**src/rtl/vio_pkg.sv**
```systemverilog
// vio_pkg: shared FSM state type, status-word bit positions and defaults for the video-I/O SPI master
package vio_pkg;

    localparam int FIFO_DEPTH_DEF = 4;

    localparam int STAT_BUSY  = 15;
    localparam int STAT_FULL  = 14;
    localparam int STAT_EMPTY = 13;
    localparam int STAT_OVF   = 12;
    localparam int STAT_CNT   = 9;

    typedef enum logic [2:0] {
        ST_IDLE,
        ST_SETUP,
        ST_SHIFT_HI,
        ST_SHIFT_LO,
        ST_HOLD,
        ST_GAP
    } state_e;

    // Queue count as shown in the 3-bit status field.
    function automatic logic [2:0] sat_count(input logic [4:0] c);
        return (c > 5'd7) ? 3'd7 : c[2:0];
    endfunction

endpackage

```
**src/rtl/vio_fifo.sv**
```systemverilog
// vio_fifo: 16-bit synchronous TX queue with flush and occupancy count
//   clk, reset       : clock, asynchronous active-high reset
//   push_i, data_i   : write request and word (ignored when full)
//   pop_i            : read request (ignored when empty)
//   flush_i          : empties the queue; overrides push and pop
//   data_o           : word at the head of the queue
//   full_o, empty_o  : occupancy flags
//   count_o          : number of stored words
module vio_fifo
    import vio_pkg::*;
#(
    parameter  int DEPTH = FIFO_DEPTH_DEF,
    localparam int AW    = $clog2(DEPTH),
    localparam int CW    = AW + 1
) (
    input  logic          clk,
    input  logic          reset,
    input  logic          push_i,
    input  logic [15:0]   data_i,
    input  logic          pop_i,
    input  logic          flush_i,
    output logic [15:0]   data_o,
    output logic          full_o,
    output logic          empty_o,
    output logic [CW-1:0] count_o
);

    logic [15:0]   mem_q [DEPTH];
    logic [AW-1:0] wr_q;
    logic [AW-1:0] rd_q;
    logic [CW-1:0] cnt_q;
    logic          do_push;
    logic          do_pop;

    assign full_o  = cnt_q == CW'(DEPTH);
    assign empty_o = cnt_q == '0;
    assign count_o = cnt_q;
    assign data_o  = mem_q[rd_q];
    assign do_push = push_i && !full_o && !flush_i;
    assign do_pop  = pop_i && !empty_o && !flush_i;

    always_ff @(posedge clk) begin
        if (do_push) mem_q[wr_q] <= data_i;
    end

    // Pointers wrap naturally because DEPTH is a power of two.
    always_ff @(posedge clk or posedge reset) begin
        if (reset) begin
            wr_q  <= '0;
            rd_q  <= '0;
            cnt_q <= '0;
        end else if (flush_i) begin
            wr_q  <= '0;
            rd_q  <= '0;
            cnt_q <= '0;
        end else begin
            if (do_push) wr_q <= wr_q + 1'b1;
            if (do_pop) rd_q <= rd_q + 1'b1;
            cnt_q <= cnt_q + CW'(do_push) - CW'(do_pop);
        end
    end

endmodule

```
**src/rtl/vio_spi_master.sv**
```systemverilog
// vio_spi_master: queued 16-bit SPI mode-0 master behind the CPU video-I/O window
//   clk, reset      : clock, asynchronous active-high reset
//   vio_en          : enable; low aborts the transfer, flushes the queue, clears overflow
//   vio_strobe      : one-cycle push of vio_din
//   vio_din         : word to transmit
//   vio_dout        : status word, or last received word when vio_cfg[15]=1
//   vio_cfg         : [7:0] half-period divider D, [15] view select
//   spi_sclk/mosi/cs_n : SPI outputs (idle low / MSB first / active low)
//   spi_miso        : SPI input, already synchronous to clk
module vio_spi_master
    import vio_pkg::*;
#(
    parameter int FIFO_DEPTH = FIFO_DEPTH_DEF
) (
    input  logic        clk,
    input  logic        reset,
    input  logic        vio_en,
    input  logic        vio_strobe,
    input  logic [15:0] vio_din,
    output logic [15:0] vio_dout,
    input  logic [15:0] vio_cfg,
    output logic        spi_sclk,
    output logic        spi_mosi,
    input  logic        spi_miso,
    output logic        spi_cs_n
);

    localparam int CW = $clog2(FIFO_DEPTH) + 1;

    state_e        state_q;
    state_e        state_d;
    logic [7:0]    hcnt_q;
    logic [3:0]    bit_q;
    logic [15:0]   tx_q;
    logic [15:0]   rx_sh_q;
    logic [15:0]   rx_data_q;
    logic [7:0]    rx_cnt_q;
    logic          ovf_q;
    logic          pop;
    logic          half_done;
    logic          moving;
    logic [15:0]   fifo_data;
    logic          fifo_full;
    logic          fifo_empty;
    logic [CW-1:0] fifo_cnt;
    logic [15:0]   status;
    logic          cfg_unused;

    assign cfg_unused = ^vio_cfg[14:8];

    vio_fifo #(.DEPTH(FIFO_DEPTH)) u_fifo (
        .clk     (clk),
        .reset   (reset),
        .push_i  (vio_strobe && vio_en),
        .data_i  (vio_din),
        .pop_i   (pop),
        .flush_i (!vio_en),
        .data_o  (fifo_data),
        .full_o  (fifo_full),
        .empty_o (fifo_empty),
        .count_o (fifo_cnt)
    );

    assign half_done = hcnt_q == 8'd0;
    assign moving    = state_d != state_q;

    always_ff @(posedge clk or posedge reset) begin
        if (reset) state_q <= ST_IDLE;
        else       state_q <= state_d;
    end

    always_comb begin
        state_d = state_q;
        pop     = 1'b0;
        case (state_q)
            ST_IDLE: begin
                if (!fifo_empty) begin
                    state_d = ST_SETUP;
                    pop     = 1'b1;
                end
            end
            ST_SETUP:    if (half_done) state_d = ST_SHIFT_HI;
            ST_SHIFT_HI: if (half_done) state_d = ST_SHIFT_LO;
            ST_SHIFT_LO: if (half_done) state_d = (bit_q == 4'd15) ? ST_HOLD : ST_SHIFT_HI;
            ST_HOLD:     if (half_done) state_d = ST_GAP;
            ST_GAP: begin
                if (half_done) begin
                    state_d = fifo_empty ? ST_IDLE : ST_SETUP;
                    pop     = !fifo_empty;
                end
            end
            default: state_d = ST_IDLE;
        endcase
        if (!vio_en) begin
            state_d = ST_IDLE;
            pop     = 1'b0;
        end
    end

    always_comb begin
        spi_cs_n = (state_q == ST_IDLE) || (state_q == ST_GAP);
        spi_sclk = state_q == ST_SHIFT_HI;
        spi_mosi = !spi_cs_n && tx_q[15];
    end

    // The divider is reloaded on every state change, so a new D applies from the next half-period.
    always_ff @(posedge clk or posedge reset) begin
        if (reset) begin
            hcnt_q    <= '0;
            bit_q     <= '0;
            tx_q      <= '0;
            rx_sh_q   <= '0;
            rx_data_q <= '0;
            rx_cnt_q  <= '0;
            ovf_q     <= 1'b0;
        end else begin
            hcnt_q <= moving ? vio_cfg[7:0] : (half_done ? hcnt_q : hcnt_q - 8'd1);
            if (pop) begin
                tx_q  <= fifo_data;
                bit_q <= '0;
            end else if (state_q == ST_SHIFT_HI && state_d == ST_SHIFT_LO) begin
                tx_q <= {tx_q[14:0], 1'b0};
            end
            if (state_q == ST_SHIFT_LO && state_d == ST_SHIFT_HI) bit_q <= bit_q + 4'd1;
            // MISO is captured on the transition into SHIFT_HI, i.e. at the SCLK rising edge.
            if (moving && state_d == ST_SHIFT_HI) rx_sh_q <= {rx_sh_q[14:0], spi_miso};
            if (state_q == ST_HOLD && state_d == ST_GAP) begin
                rx_data_q <= rx_sh_q;
                rx_cnt_q  <= rx_cnt_q + 8'd1;
            end
            ovf_q <= vio_en && (ovf_q || (vio_strobe && fifo_full));
        end
    end

    always_comb begin
        status                 = '0;
        status[STAT_BUSY]      = state_q != ST_IDLE;
        status[STAT_FULL]      = fifo_full;
        status[STAT_EMPTY]     = fifo_empty;
        status[STAT_OVF]       = ovf_q;
        status[STAT_CNT +: 3]  = sat_count(5'(fifo_cnt));
        status[7:0]            = rx_cnt_q;
    end

    assign vio_dout = vio_cfg[15] ? rx_data_q : status;

endmodule
```
**config.mk**
```make
export PLATFORM = sky130hd
export DESIGN_NAME = vio_spi_master
export DESIGN_NICKNAME = d
export VERILOG_FILES = /design/src/rtl/vio_pkg.sv /design/src/rtl/vio_fifo.sv /design/src/rtl/vio_spi_master.sv
export SDC_FILE = /design/constraint.sdc
export NUM_CORES = 1
export LEC_CHECK = 0
export ABC_AREA = 1
export BUFFER_PORTS_ARGS = -buffer_cell sky130_fd_sc_hd__buf_2
export CAP_MARGIN = 20
export CORE_AREA = 2 2 142 144
export DETAILED_ROUTE_END_ITERATION = 6
export DIE_AREA = 0 0 144 146
export GPL_TIMING_DRIVEN = 0
export MAX_ROUTING_LAYER = met4
export PLACE_DENSITY = 0.62
export SLEW_MARGIN = 20
export SYNTH_ARGS = -nofsm -noshare
export SYNTH_HDL_FRONTEND = slang
export SYNTH_HIERARCHICAL = 1
export SYNTH_SLANG_ARGS = --single-unit
```
**constraint.sdc**
```tcl
create_clock -name clk -period 3.2 [get_ports clk]
set_input_delay 0.64 -clock clk [delete_from_list [all_inputs] [get_ports clk]]
set_output_delay 0.64 -clock clk [all_outputs]
set_load 0.03 [all_outputs]
```
==> impl_summary.log <==
[metrics] source-to-sink clock delay at the later pin of the worst-skew pair: 430 ps
[metrics] Worst Setup End Kind: flop
[metrics] start-to-end type of the worst setup path: flop to flop
[metrics] Fmax: 344 MHz
[metrics] final core utilization: 41.6%
[metrics] data arrival time of the critical path: between 3000 and 4000 ps
[metrics] crit share post-route: 90.8%
[metrics] number of top-level pins: 56
[metrics] combinational power share: approximately 15%
[metrics] sequential cell fraction of total power: 43.5%
[metrics] total grt overflow: 0
[metrics] cell family with the largest share of critical-path delay: adder cells
[metrics] final setup vio count: 0
[metrics] Post-Syn Area: between 6000 and 7000 sq um
[metrics] Placed Cells: slightly below 1,000
[metrics] commonest register cell after synthesis: sky130_fd_sc_hd__dfrtp_1
[metrics] width of the chip: approximately 140 um
[metrics] Port-buffer cells: between 40 and 50
[metrics] worst-path cell chain: inv_1 -> ha_2 -> nand2_2 -> nor2_8 -> inv_2 -> o21ai_1 -> nand2_1 -> inv_2 -> buf_4 -> nand2_1 -> nor2_1 -> ha_1 -> inv_1 -> ha_1 -> inv_1 -> fa_1 -> nor2_1 -> nor2_1
[metrics] post-detailed-placement half-perimeter wirelength: 9900 um
[metrics] core area: 19,300 sq um
[metrics] maximum fanout along the worst path: 12
[metrics] Detailed Route WL: 14,200 um
[metrics] Sinks on Clock Net: 143
[metrics] Setup Total Neg Slack: 0 ps
[metrics] Final Cell Area: 8040 sq um
[metrics] maximum number of pins on one net before global-route repair: 38
[metrics] worst slack at placement: 139 ps
[metrics] kind of launch point of the worst setup path: flop
[metrics] die height: 146 um
[metrics] Peak supply drop: around 350 uV
[metrics] Finished Layout Cells: 1,033
[metrics] fraction of layout cells with a size suffix above 1: between 20 and 25%
[metrics] hold slack final: around 170 ps
[metrics] initial antenna violation count: 1
[metrics] proportion of synthesized flip-flops having asynchronous set or reset: 55.2%
[metrics] Seq cells post-synth: 143
[metrics] number of filler cells placed in the layout: 1,868
[metrics] Pwr Total: ~5 mW
[metrics] most common library cell in the layout ignoring fill and taps: sky130_fd_sc_hd__nand2_1
[metrics] setup repair after global routing missed its margin: false
[metrics] internal power consumption: 3.60 mW
[metrics] total number of vias: roughly 4,800
[metrics] count of buffering cells on the critical path with inverters included: 6
[metrics] routability congestion estimate from global placement: roughly 0.77
[metrics] count of cell types in the netlist: 38
[metrics] count of flip-flops with a built-in enable after synthesis: 64
[metrics] drc violations: 0
[metrics] average routed wire per standard cell: 13.7 um
[metrics] initial cell density of the core: 34.7%
[metrics] run status: complete, no violations
[metrics] number of buffers added by the clock tree synthesis step: 17
[metrics] row cnt: between 50 and 60
[metrics] number of H-tree levels: 4
[metrics] clock transition at the registers of the reported paths: about 70 ps
[metrics] critical path's slowest cell: sky130_fd_sc_hd__dfrtp_1
[metrics] via-per-instance ratio: around 4.6
[metrics] final critical path time including I/O delays and setup: between 2000 and 3000 ps
[metrics] synthesized area per cell: roughly 9.9 sq um
[metrics] required time worst endpoint: 3510 ps
[metrics] All-Layer GR Usage: between 10% and 20%
[metrics] Synth Net Count: roughly 730
[metrics] vias in the first global route: 4,652
[metrics] count of final max-slew check failures: 0
[metrics] hold violation count in the final report: 0
[metrics] register area share after synthesis: 58.0%
[metrics] Post-Route Skew: ~11 ps
[metrics] instance area at placement: between 7000 and 8000 sq um
[metrics] Critical Path Max Stage Delay: roughly 400 ps
[metrics] power dissipated by switching net loads: 1.41 mW
[metrics] wire length of the first global-routing pass: 23,600 um
[metrics] count of hold-fix buffers inserted at cts: 0
[metrics] leakage power: 3.68 nW
[metrics] final-stage net count: 801
[metrics] CTS tree: yes
[metrics] Tightest Pin Transition: approximately 560 ps
[metrics] iteration count of the initial detailed-routing pass: 5
[metrics] P per Cell Area: 624 nW/um^2
[metrics] class of the tightest hold or removal check: input pin to asynchronous set/reset pin
[metrics] buffer depth of the longest clock path: 2
[metrics] count of mapped cells out of synthesis: 678
[metrics] synth-to-layout area growth: 19.8%
[metrics] most frequent cells in the layout: sky130_fd_sc_hd__nand2_1 (154), sky130_fd_sc_hd__dfrtp_1 (79), sky130_fd_sc_hd__nor2_1 (64), sky130_fd_sc_hd__edfxtp_1 (64), sky130_fd_sc_hd__buf_2 (52)
[metrics] CTS root buffer: sky130_fd_sc_hd__clkbuf_16
[metrics] number of design-rule violations left by the first detailed-router iteration: 287
[metrics] switching portion of total power: 28.2%
[metrics] ANT nets after route: 0
[metrics] die area: 21,000 sq um
[metrics] yosys synthesis warning count: 6
[metrics] max-cap viol count: 0
[metrics] final worst slack: 295 ps
[metrics] slew margin rel.: 62.4%
[metrics] clock share of power: approximately two fifths
## logic make-up (layout without fill, tap and decap cells)
| family | count (synthesis) | count (layout) | synth area share [%] |
|---|---|---|---|
| AO/OA/AOI/OAI | 101 | 101 | 8.31 |
| XOR/XNOR | 13 | 13 | 1.70 |
| adder cells (fa/ha/maj) | 10 | 10 | 1.97 |
| buffers and inverters | 77 | 166 | 6.41 |
| flip-flops | 143 | 143 | 58.0 |
| other | 0 | 1 | 0 |
| AND/OR/NAND/NOR | 334 | 334 | 23.6 |
## layout make-up
class                           instances  area, sq um  area share (%)
Inverter                               50          203            2.52
Antenna cell                            1         2.50          0.0311
Multi-Input combinational cell        458         2400            29.8
Sequential cell                       143         3900            48.5
Buffer                                 27          230            2.86
Timing Repair Buffer                   57          344            4.28
Clock inverter                         15          209            2.60
Tap cell                              265          332            4.12
Clock buffer                           17          425            5.29
## sequential cells by signal, indices dropped and copies added, names as in the netlist
signal          flops
rx_sh_q            16
ovf_q               1
u_fifo/mem_q       64
state_q             3
hcnt_q              8
bit_q               4
u_fifo/wr_q         2
tx_q               16
rx_data_q          16
u_fifo/count_o      3
rx_cnt_q            8
u_fifo/rd_q         2
## final timing paths
check	from	to	slack [ps]	cells after the start
max	hcnt_q[0]	u_fifo/count_o[2]	290	18
min	reset	u_fifo/count_o[1]	170	2
max reg2reg	hcnt_q[0]	u_fifo/count_o[2]	290	18
min reg2reg	rx_data_q[8]	rx_data_q[8]	480	2
max in group asynchronous	reset	rx_cnt_q[3]	2390	3
min in group clk	vio_cfg[5]	hcnt_q[5]	420	3
## layer usage
metal / part of all wire, % / GRT usage [%]
met2: 48 / 22.9
met3: 3.8 / 3.65
met1: 47 / 19.0
met4: 1.1 / 4.71
met5: 0 / -
## power groups by stage
stage	Sequential [mW]	Clock [mW]	Combinational, mW
after detailed placement	2.22	0	0.734
after CTS	2.18	2.15	0.738
after floorplan	2.20	0	0.586
after global placement	2.22	0	0.712
after global routing	2.20	2.24	0.833
final	2.18	2.10	0.736
## cells in the mapped netlist (11+ instances only)
cell type / number / area share (%)
sky130_fd_sc_hd__buf_6: 11 / 1.8
sky130_fd_sc_hd__dfrtp_1: 79 / 29
sky130_fd_sc_hd__edfxtp_1: 64 / 29
sky130_fd_sc_hd__inv_1: 40 / 2.2
sky130_fd_sc_hd__nand2_1: 154 / 8.6
sky130_fd_sc_hd__nand2_2: 20 / 1.9
sky130_fd_sc_hd__nand3_1: 47 / 3.5
sky130_fd_sc_hd__nor2_1: 68 / 3.8
sky130_fd_sc_hd__o21ai_0: 41 / 3.1
sky130_fd_sc_hd__o21ai_1: 26 / 1.9
sky130_fd_sc_hd__o22ai_1: 16 / 1.5
sky130_fd_sc_hd__or2_2: 15 / 1.4
sky130_fd_sc_hd__xor2_1: 11 / 1.4
## worst register-to-register path: stages, from the launching register on
cell	delay (ps)
sky130_fd_sc_hd__dfrtp_1	410
sky130_fd_sc_hd__inv_1	90
sky130_fd_sc_hd__ha_2	220
sky130_fd_sc_hd__nand2_2	110
sky130_fd_sc_hd__nor2_8	130
sky130_fd_sc_hd__inv_2	90
sky130_fd_sc_hd__o21ai_1	140
sky130_fd_sc_hd__nand2_1	130
sky130_fd_sc_hd__inv_2	120
sky130_fd_sc_hd__buf_4	170
sky130_fd_sc_hd__nand2_1	100
sky130_fd_sc_hd__nor2_1	100
sky130_fd_sc_hd__ha_1	230
sky130_fd_sc_hd__inv_1	60
sky130_fd_sc_hd__ha_1	130
sky130_fd_sc_hd__inv_1	40
sky130_fd_sc_hd__fa_1	370
sky130_fd_sc_hd__nor2_1	110
sky130_fd_sc_hd__nor2_1	50
## what timing repair did
item | 4_1_cts | 5_1_grt
resized for setup | 0 | 1
setup endpoints to repair | 0 | 2
buffers inserted | 0 | 6
Note: power is estimated with default switching activity, not from simulation.
